**config.mk**
```make
export PLATFORM = sky130hd
export DESIGN_NAME = reglk_ctrl
export DESIGN_NICKNAME = d
export VERILOG_FILES = /design/src/rtl/reglk_ctrl.sv
export SDC_FILE = /design/constraint.sdc
export NUM_CORES = 1
export LEC_CHECK = 0
export ABC_AREA = 1
export CAP_MARGIN = 20
export CORE_MARGIN = 2
export CORE_UTILIZATION = 45
export DETAILED_ROUTE_END_ITERATION = 12
export PLACE_DENSITY = 0.76
export REMOVE_ABC_BUFFERS = 1
export SLEW_MARGIN = 10
export SYNTH_ARGS = -nofsm -noshare
export SYNTH_HDL_FRONTEND = slang
export SYNTH_SLANG_ARGS = --single-unit
```
**constraint.sdc**
```tcl
create_clock -name clk_i -period 2.2 [get_ports clk_i]
set_clock_uncertainty 0.2 [all_clocks]
set_input_delay 0.44 -clock clk_i [delete_from_list [all_inputs] [get_ports clk_i]]
set_output_delay 0.44 -clock clk_i [all_outputs]
set_load 0.005 [all_outputs]
```
**src/rtl/reglk_ctrl.sv**
```systemverilog
// Register-lock controller: a bank of self-locking registers plus a JTAG
// challenge/response FSM that opens a timed window in which the locks may be overwritten.
module reglk_ctrl #(
    parameter int          NUM_REGS      = 6,
    parameter int          DATA_W        = 32,
    parameter logic [63:0] UNLOCK_KEY    = 64'h0000_0000_A5A5_5A5A,
    parameter int          KEY_TIMEOUT   = 8,
    parameter int          UNLOCK_WINDOW = 16,
    parameter int          MAX_FAIL      = 3,
    localparam int         ADDR_W        = (NUM_REGS > 1) ? $clog2(NUM_REGS) : 1
) (
    input  logic                             clk_i,
    input  logic                             rst_i,
    input  logic                             we_i,
    input  logic [ADDR_W-1:0]                addr_i,
    input  logic [DATA_W-1:0]                wdata_i,
    input  logic                             clear_req_i,
    input  logic                             jtag_unlock_i,
    input  logic                             jtag_key_valid_i,
    input  logic [DATA_W-1:0]                jtag_key_i,
    input  logic                             jtag_relock_i,
    output logic [NUM_REGS-1:0][DATA_W-1:0]  reglk_mem_o,
    output logic                             wr_ack_o,
    output logic                             wr_err_o,
    output logic                             unlocked_o,
    output logic                             lockout_o
);

    localparam int CNT_MAX = (KEY_TIMEOUT > UNLOCK_WINDOW) ? KEY_TIMEOUT : UNLOCK_WINDOW;
    localparam int CNT_W   = $clog2(CNT_MAX + 1);
    localparam int FAIL_W  = $clog2(MAX_FAIL + 1);
    localparam logic [DATA_W-1:0] KEY = UNLOCK_KEY[DATA_W-1:0];

    typedef enum logic [1:0] {
        S_IDLE,
        S_CHALLENGE,
        S_UNLOCKED,
        S_LOCKOUT
    } state_t;

    state_t                            r_state;
    logic [CNT_W-1:0]                  r_cnt;
    logic [FAIL_W-1:0]                 r_failCnt;
    logic [NUM_REGS-1:0][DATA_W-1:0]   r_mem;
    logic                              r_ack;
    logic                              r_err;

    logic                              w_unlocked;
    logic                              w_lastCycle;
    logic [FAIL_W-1:0]                 w_failNext;
    logic                              w_addrOk;
    logic [DATA_W-1:0]                 w_curWord;
    logic [DATA_W-1:0]                 w_newWord;
    logic                              w_writeOk;

    assign w_unlocked  = (r_state == S_UNLOCKED);
    assign w_lastCycle = (r_cnt <= CNT_W'(1));
    assign w_failNext  = (r_failCnt == FAIL_W'(MAX_FAIL)) ? r_failCnt : r_failCnt + FAIL_W'(1);

    always_comb begin
        w_addrOk  = 1'b0;
        w_curWord = '0;
        for (int i = 0; i < NUM_REGS; i++) begin
            if (addr_i == ADDR_W'(i)) begin
                w_addrOk  = 1'b1;
                w_curWord = r_mem[i];
            end
        end
    end

    // Inside the window writes overwrite; outside they may only set bits of an unlocked word.
    assign w_newWord = w_unlocked ? wdata_i : (w_curWord | wdata_i);
    assign w_writeOk = w_addrOk && (w_unlocked || !w_curWord[0]);

    always_ff @(posedge clk_i) begin
        if (rst_i) begin
            r_state   <= S_IDLE;
            r_cnt     <= '0;
            r_failCnt <= '0;
        end else begin
            case (r_state)
                S_IDLE: begin
                    if (jtag_unlock_i) begin
                        r_state <= S_CHALLENGE;
                        r_cnt   <= CNT_W'(KEY_TIMEOUT);
                    end
                end
                S_CHALLENGE: begin
                    if (jtag_key_valid_i && (jtag_key_i == KEY)) begin
                        r_state   <= S_UNLOCKED;
                        r_failCnt <= '0;
                        r_cnt     <= CNT_W'(UNLOCK_WINDOW);
                    end else if (jtag_key_valid_i || w_lastCycle) begin
                        r_cnt     <= '0;
                        r_failCnt <= w_failNext;
                        r_state   <= (w_failNext == FAIL_W'(MAX_FAIL)) ? S_LOCKOUT : S_IDLE;
                    end else begin
                        r_cnt <= r_cnt - CNT_W'(1);
                    end
                end
                S_UNLOCKED: begin
                    if (jtag_relock_i || w_lastCycle) begin
                        r_state <= S_IDLE;
                        r_cnt   <= '0;
                    end else begin
                        r_cnt <= r_cnt - CNT_W'(1);
                    end
                end
                S_LOCKOUT: r_state <= S_LOCKOUT;
                default:   r_state <= S_IDLE;
            endcase
        end
    end

    // Clear outranks a same-cycle write, so exactly one ack/err pulse results.
    always_ff @(posedge clk_i) begin
        if (rst_i) begin
            r_mem <= '0;
            r_ack <= 1'b0;
            r_err <= 1'b0;
        end else begin
            r_ack <= 1'b0;
            r_err <= 1'b0;
            if (clear_req_i) begin
                if (w_unlocked) begin
                    r_mem <= '0;
                    r_ack <= 1'b1;
                end else begin
                    r_err <= 1'b1;
                end
            end else if (we_i) begin
                if (w_writeOk) begin
                    for (int i = 0; i < NUM_REGS; i++) begin
                        if (addr_i == ADDR_W'(i)) begin
                            r_mem[i] <= w_newWord;
                        end
                    end
                    r_ack <= 1'b1;
                end else begin
                    r_err <= 1'b1;
                end
            end
        end
    end

    assign reglk_mem_o = r_mem;
    assign wr_ack_o    = r_ack;
    assign wr_err_o    = r_err;
    assign unlocked_o  = w_unlocked;
    assign lockout_o   = (r_state == S_LOCKOUT);

endmodule

```
# --- Yosys cells after proc, flatten, opt, wreduce, memory -nomap -nowiden ---
# Cells that the tools add are included.
word_totals:
  ram_bits: 0
  ff_bits: 203
  output_inout_bits: 196
  latchBits: 0
  in_bits: 74
  wordCells: 102
  mem_count: 0
  mem_bits_ro: 0
op_classes:
  shift: 0
  n_eq_ne: 15
  n_addsub: 2
  div_mod_pow: 0
  n_bitwise: 1
  n_reduce_logical: 27
  mux: 45
  order_cmp: 1
  multipliers: 0
op_table:
  columns: ["cell", "n"]
  rows:
  - ["2-to-1 mux 192 bit", 4]
  - ["2-to-1 mux 32 bit", 13]
  - ["equality test 32 bit (second input constant)", 1]
  - ["bitwise OR 32 bit", 1]
  - ["AND reduction 4 bit", 6]
  - ["2-to-1 mux 5 bit", 4]
  - ["nonzero test 2 bit", 9]
  - ["2-to-1 mux 2 bit", 8]
  - ["one-hot mux 5 bit (3 select lines)", 1]
  - ["2-to-1 mux 1 bit", 14]
  - ["equality test 2 bit (second input constant)", 4]
  - ["one-hot mux 2 bit (4 select lines)", 1]
  - ["equality test 3 x 2 -> 1 bit (second input constant)", 2]
  - ["equality test 3 bit (second input constant)", 2]
  - ["less-or-equal comparator 5 x 1 -> 1 bit (second input constant)", 1]
  - ["subtractor 5 x 1 -> 5 bit (second input constant)", 1]
  - ["!= test 2 x 1 -> 1 bit (second input constant)", 2]
  - ["AND reduction 2 bit", 2]
  - ["equality test 3 x 1 -> 1 bit (second input constant)", 1]
  - ["logical NOT 3 bit", 1]
  - ["logical OR 1 bit", 3]
  - ["!= test 3 bit (second input constant)", 1]
  - ["AND reduction 3 bit", 1]
  - ["nonzero test 3 bit", 1]
  - ["6 further kinds", 7]

# --- Depth between registers and ports, before layout ---
depth:
  word_depth: 13
  ltp_mapped: 15
  depth_no_buf: 13

# --- Worst setup path before layout ---
# Ideal clock, no wire load.
synth_timing:
  path_type: "input -> register"
  startpoint: "input port addr_i[0]"
  endpoint: "register r_mem, in the netlist reglk_mem_o[16]"
  path_stages: 9
  arrival_ps: 1879
  t_required_ps: 1885
  setup_time_ps: 115
  n_path_buf: 3
  setup_slack_ps: 6
  path_cell_list: "buf_2 > nor3_1 > buf_4 > nor2_1 > nor2_8 > buf_4 > nand3_1 > nand2_1 > nor2_1"
synth_between:
  elab_chain_len: 13
  elab_cells_between_ends: 30
  classes_between: "5 x eq/ne; 17 x mux; 1 x bitwise; 7 x reduce/logical"
synth_rtl:
  columns: ["element", "line", "source"]
  rows:
  - ["start, declared", "15", "input logic [ADDR_W-1:0] addr_i,"]
  - ["logical NOT 3 bit", "64, 134", null]
  - ["2-to-1 mux 32 bit (6 in a row)", "64", "if (addr_i == ADDR_W'(i)) begin"]
  - ["bitwise OR 32 bit", "72", "assign w_newWord = w_unlocked ? wdata_i : (w_curWord | wdata_i);"]
  - ["2-to-1 mux 32 bit", "72", null]
  - ["2-to-1 mux 32 bit", "134", "if (addr_i == ADDR_W'(i)) begin"]
  - ["2-to-1 mux 192 bit", "132", "if (w_writeOk) begin"]
  - ["2-to-1 mux 192 bit", "131", "end else if (we_i) begin"]
  - ["2-to-1 mux 192 bit", "124", "if (clear_req_i) begin"]
  - ["end signal, assigned by index", "135", "r_mem[i] <= w_newWord;"]
  - ["end, declared", "44", "logic [NUM_REGS-1:0][DATA_W-1:0] r_mem;"]
# Several ways; a longest one is shown, not always the timed one. The select of a mux whose other input is x is not followed.
# A chain may end at the register's enable or synchronous reset.

# --- Final worst setup path ---
layout_timing:
  startpoint: "register r_mem, in the netlist reglk_mem_o[0]"
  endpoint: "output port reglk_mem_o[0] in the netlist's numbering"
layout_rtl:
  columns: ["element", "line", "source"]
  rows:
  - ["end, declared", "22", "output logic [NUM_REGS-1:0][DATA_W-1:0] reglk_mem_o,"]
# No word-level cell between the ends.

==> key figures <==
Outcome
  – Status: finished clean

Floorplanning
  – CORE AREA: 0.0235 mm2
  – Starting Density: 45.9%
  – Top Ports: between 200 and 300
  – Die Height: 159 um
  – Die ar.: 0.0252 mm2
  – Rows: between 50 and 60
  – Die span in x: between 150 and 200 um

Hold path
  – Hold Path End: r_cnt[2]
  – Hold path cells: 2
  – Min-delay src: r_cnt[2]
  – Worst Hold Class: register to register

Global routing
  – Total grt overflow: 0
  – Largest net degree at the start of global routing: 56
  – Initial antenna violation count: 2
  – First-pass GRT wire length: 60,200 um
  – GRT Total Usage: 29.0%
  – Number of global-route vias before repair: approximately 12,000

Drt
  – Initial DRC Count: about 1,000
  – Post-route ant nets: 0
  – Drc violations: 0
  – Vias per std cell: about 5.2
  – Via Count: about 12,000
  – DR WL/cell: about 16 um
  – Pre-antenna DRT Iters: 5
  – WL final: 38,800 um

Yosys
  – Top post-synthesis cells by count: nand2_1, nor2_1, dfxtp_1, inv_1, a21oi_1
  – Warnings, synthesis: 0
  – Ys async rst share: 0%
  – Most frequent cell after synthesis: nand2_1
  – Mean Syn Cell Area: ~6 um2
  – Post-synth top area share: a little under two fifths
  – Post-synthesis sequential area ratio: between 30% and 40%
  – Post-synthesis cell area: 0.0108 mm2
  – Synthesized flop and latch total: around 200
  – Top FF cell, synth: dfxtp_1
  – EDFF count, synth: 0
  – Syn Inst Count: approximately 1,800
  – Area leader, netlist: dfxtp_1
  – Synth unique cells: 28
  – Top cells by area, synth: dfxtp_1, nand2_1, nor2_1

Worst setup path
  – Setup crit start kind: register
  – Slowest-stage cell, CP: clkdlybuf4s50_1
  – CP cell instances: clkdlybuf4s50_1
  – CP arrival: approximately 1500 ps
  – RR Startpoint: r_state[0]
  – Critical Path RT: between 1500 and 2000 ps
  – Buf/Inv on CP: 1
  – Reg2reg setup slack: ~60 ps
  – Crit Path Class: register to primary output
  – Top delay family on crit path: buffers and inverters
  – Reg-to-Reg End: reglk_mem_o[183]
  – CP Max Fanout: 3
  – R2R cell count: 12
  – Crit end category: primary output
  – Slowest cell delay on critical path: 600 ps

Placement
  – Gpl congestion: roughly 0.88
  – # port buffers: about 270
  – Final HPWL DP: 26,200 um

Clock tree
  – Total clock sinks: 203
  – TritonCTS buffer count: 22
  – # hold bufs at CTS: 0
  – Root Driver: clkbuf_16
  – Clk_lat worst skew: ~510 ps
  – CTS clk-pin slew, worst paths: around 60 ps
  – H-Tree Depth: 1
  – CTS tree: yes
  – Buffers from clock root to sink, at most: 3

Pwr
  – Lkg Pwr: around 7.4 nW
  – Power density over the cells: about 600 mW/mm2
  – Maximum VDD drop: approximately 0.47 mV

Timing
  – Final worst-path cycle share: 98.0%
  – Final Hold Vio Count: 0
  – Fin. max-slew vios: 0
  – FMAX: approximately 460 MHz
  – Final setup viols: 0
  – Max-slew headroom at the worst pin: around 73%
  – Final worst path period need: 2160 ps
  – RSZ-0062 raised after global routing: true
  – Slew at the pin with the worst max-slew slack: 404 ps
  – Hold WS: 298 ps

Finish
  – Layout cells sized above 1: 7.17%
  – Storage cell area: a little over 0.004 mm2
  – Filler Cells Inserted: 2,118
  – Core Util, Final: between 60% and 70%
  – Multi-input combinational cell area: 0.00552 mm2
  – Area Growth Syn to Fin: 40.9%
  – Fin nets: around 2,100

Flow run
  – Max Cap Viol: 0
-- per-stage QoR --
step           cell area, um2  setup TNS, ps  setup slack (ps)  std cells  power, mW
2_1_floorplan           10200        -966050             -5960       1667       4.71
3_3_place_gp            14300         -68790              -430       2336       5.51
3_5_place_dp            14300         -78530              -451       2336       5.54
4_1_cts                 15000              0              3.87       2377       9.11
5_1_grt                 15200          -2860             -73.2       2383       9.48
6_report                15200              0              43.4       2384       9.13
-- metal layers --
layer | track usage (%) | part of all wire (%) | routed length (um) | up-vias
met2 | 48.8 | 46 | 17900 | 655
met3 | 6.09 | 11 | 4160 | 114
li1 | - | - | - | 6071
met1 | 36.3 | 39 | 15300 | 5565
met5 | 0 | 0 | 0 | -
met4 | 11.4 | 3.7 | 1450 | 0
-- worst max path at each step --
stage | from | to | slack (ps) | depth (start not counted)
floorplan | addr_i[2] | reglk_mem_o[160] | -5960 | 10
global placement | addr_i[2] | reglk_mem_o[74] | -430 | 9
detailed placement | addr_i[2] | reglk_mem_o[96] | -450 | 14
CTS | r_state[1] | lockout_o | 4 | 2
global route | addr_i[2] | reglk_mem_o[74] | -70 | 13
finish | reglk_mem_o[0] | reglk_mem_o[0] | 40 | 1
-- cell families after synthesis --
kind of cell / count (synthesis) / synth area share [%]
AND/OR/NAND/NOR: 1033 / 38.8
adder cells (fa/ha/maj): 8 / 0.929
XOR/XNOR: 2 / 0.163
buffers and inverters: 320 / 12.3
AO/OA/AOI/OAI: 215 / 10.1
flip-flops: 203 / 37.7
-- registers in the layout (all words and copies together) (netlist names) --
name / count
wr_err_o: 1
r_state: 2
reglk_mem_o: 192
r_cnt: 5
r_failCnt: 2
wr_ack_o: 1
-- repair_timing --
action / 4_1_cts / 5_1_grt
setup endpoints to repair: 2 / 191
setup buffers: 2 / 3
gates cloned: 0 / 3
pin swaps: 0 / 1
resized for setup: 9 / 20
-- placed cells by master, fill, tap and decap left out, types with 2 or more instances in the layout --
cell             count
nor2_2               2
clkbuf_16           24
clkbuf_1             9
a21oi_1            157
nand2_1            496
inv_1              202
ha_4                 2
o21ai_0             50
buf_12              24
buf_6                5
nor2_1             355
dfxtp_1            201
nand2_4              3
nor3_1               3
clkdlybuf4s50_1    265
xor2_1               2
ha_1                 6
nand4_1             48
buf_2                2
inv_2                2
nand2_2              6
buf_4               55
clkbuf_8             5
clkinv_2             2
dfxtp_4              2
diode_2              2
nor3_4               2
o21ai_2              2
buf_16               2
a31oi_1              2
nand3_1            113
-- where the power goes --
group / leakage, nW / switching [mW] / internal (mW) / total, mW
Combinational: 5.37 / 0.866 / 0.718 / 1.58
Sequential: 1.65 / 0.131 / 3.82 / 3.95
Clock: 0.338 / 1.50 / 2.08 / 3.59
Total: 7.36 / 2.50 / 6.62 / 9.13
-- cell type report --
type,instances,area share [%]
antenna,2,0.0330
clock buffer,37,4.47
clock inverter,2,0.0659
inverter,206,5.14
multi-input combinational,1259,36.4
sequential,203,26.8
tap,319,2.63
timing repair buffer,356,24.5
(Power assumes the default switching activity.)
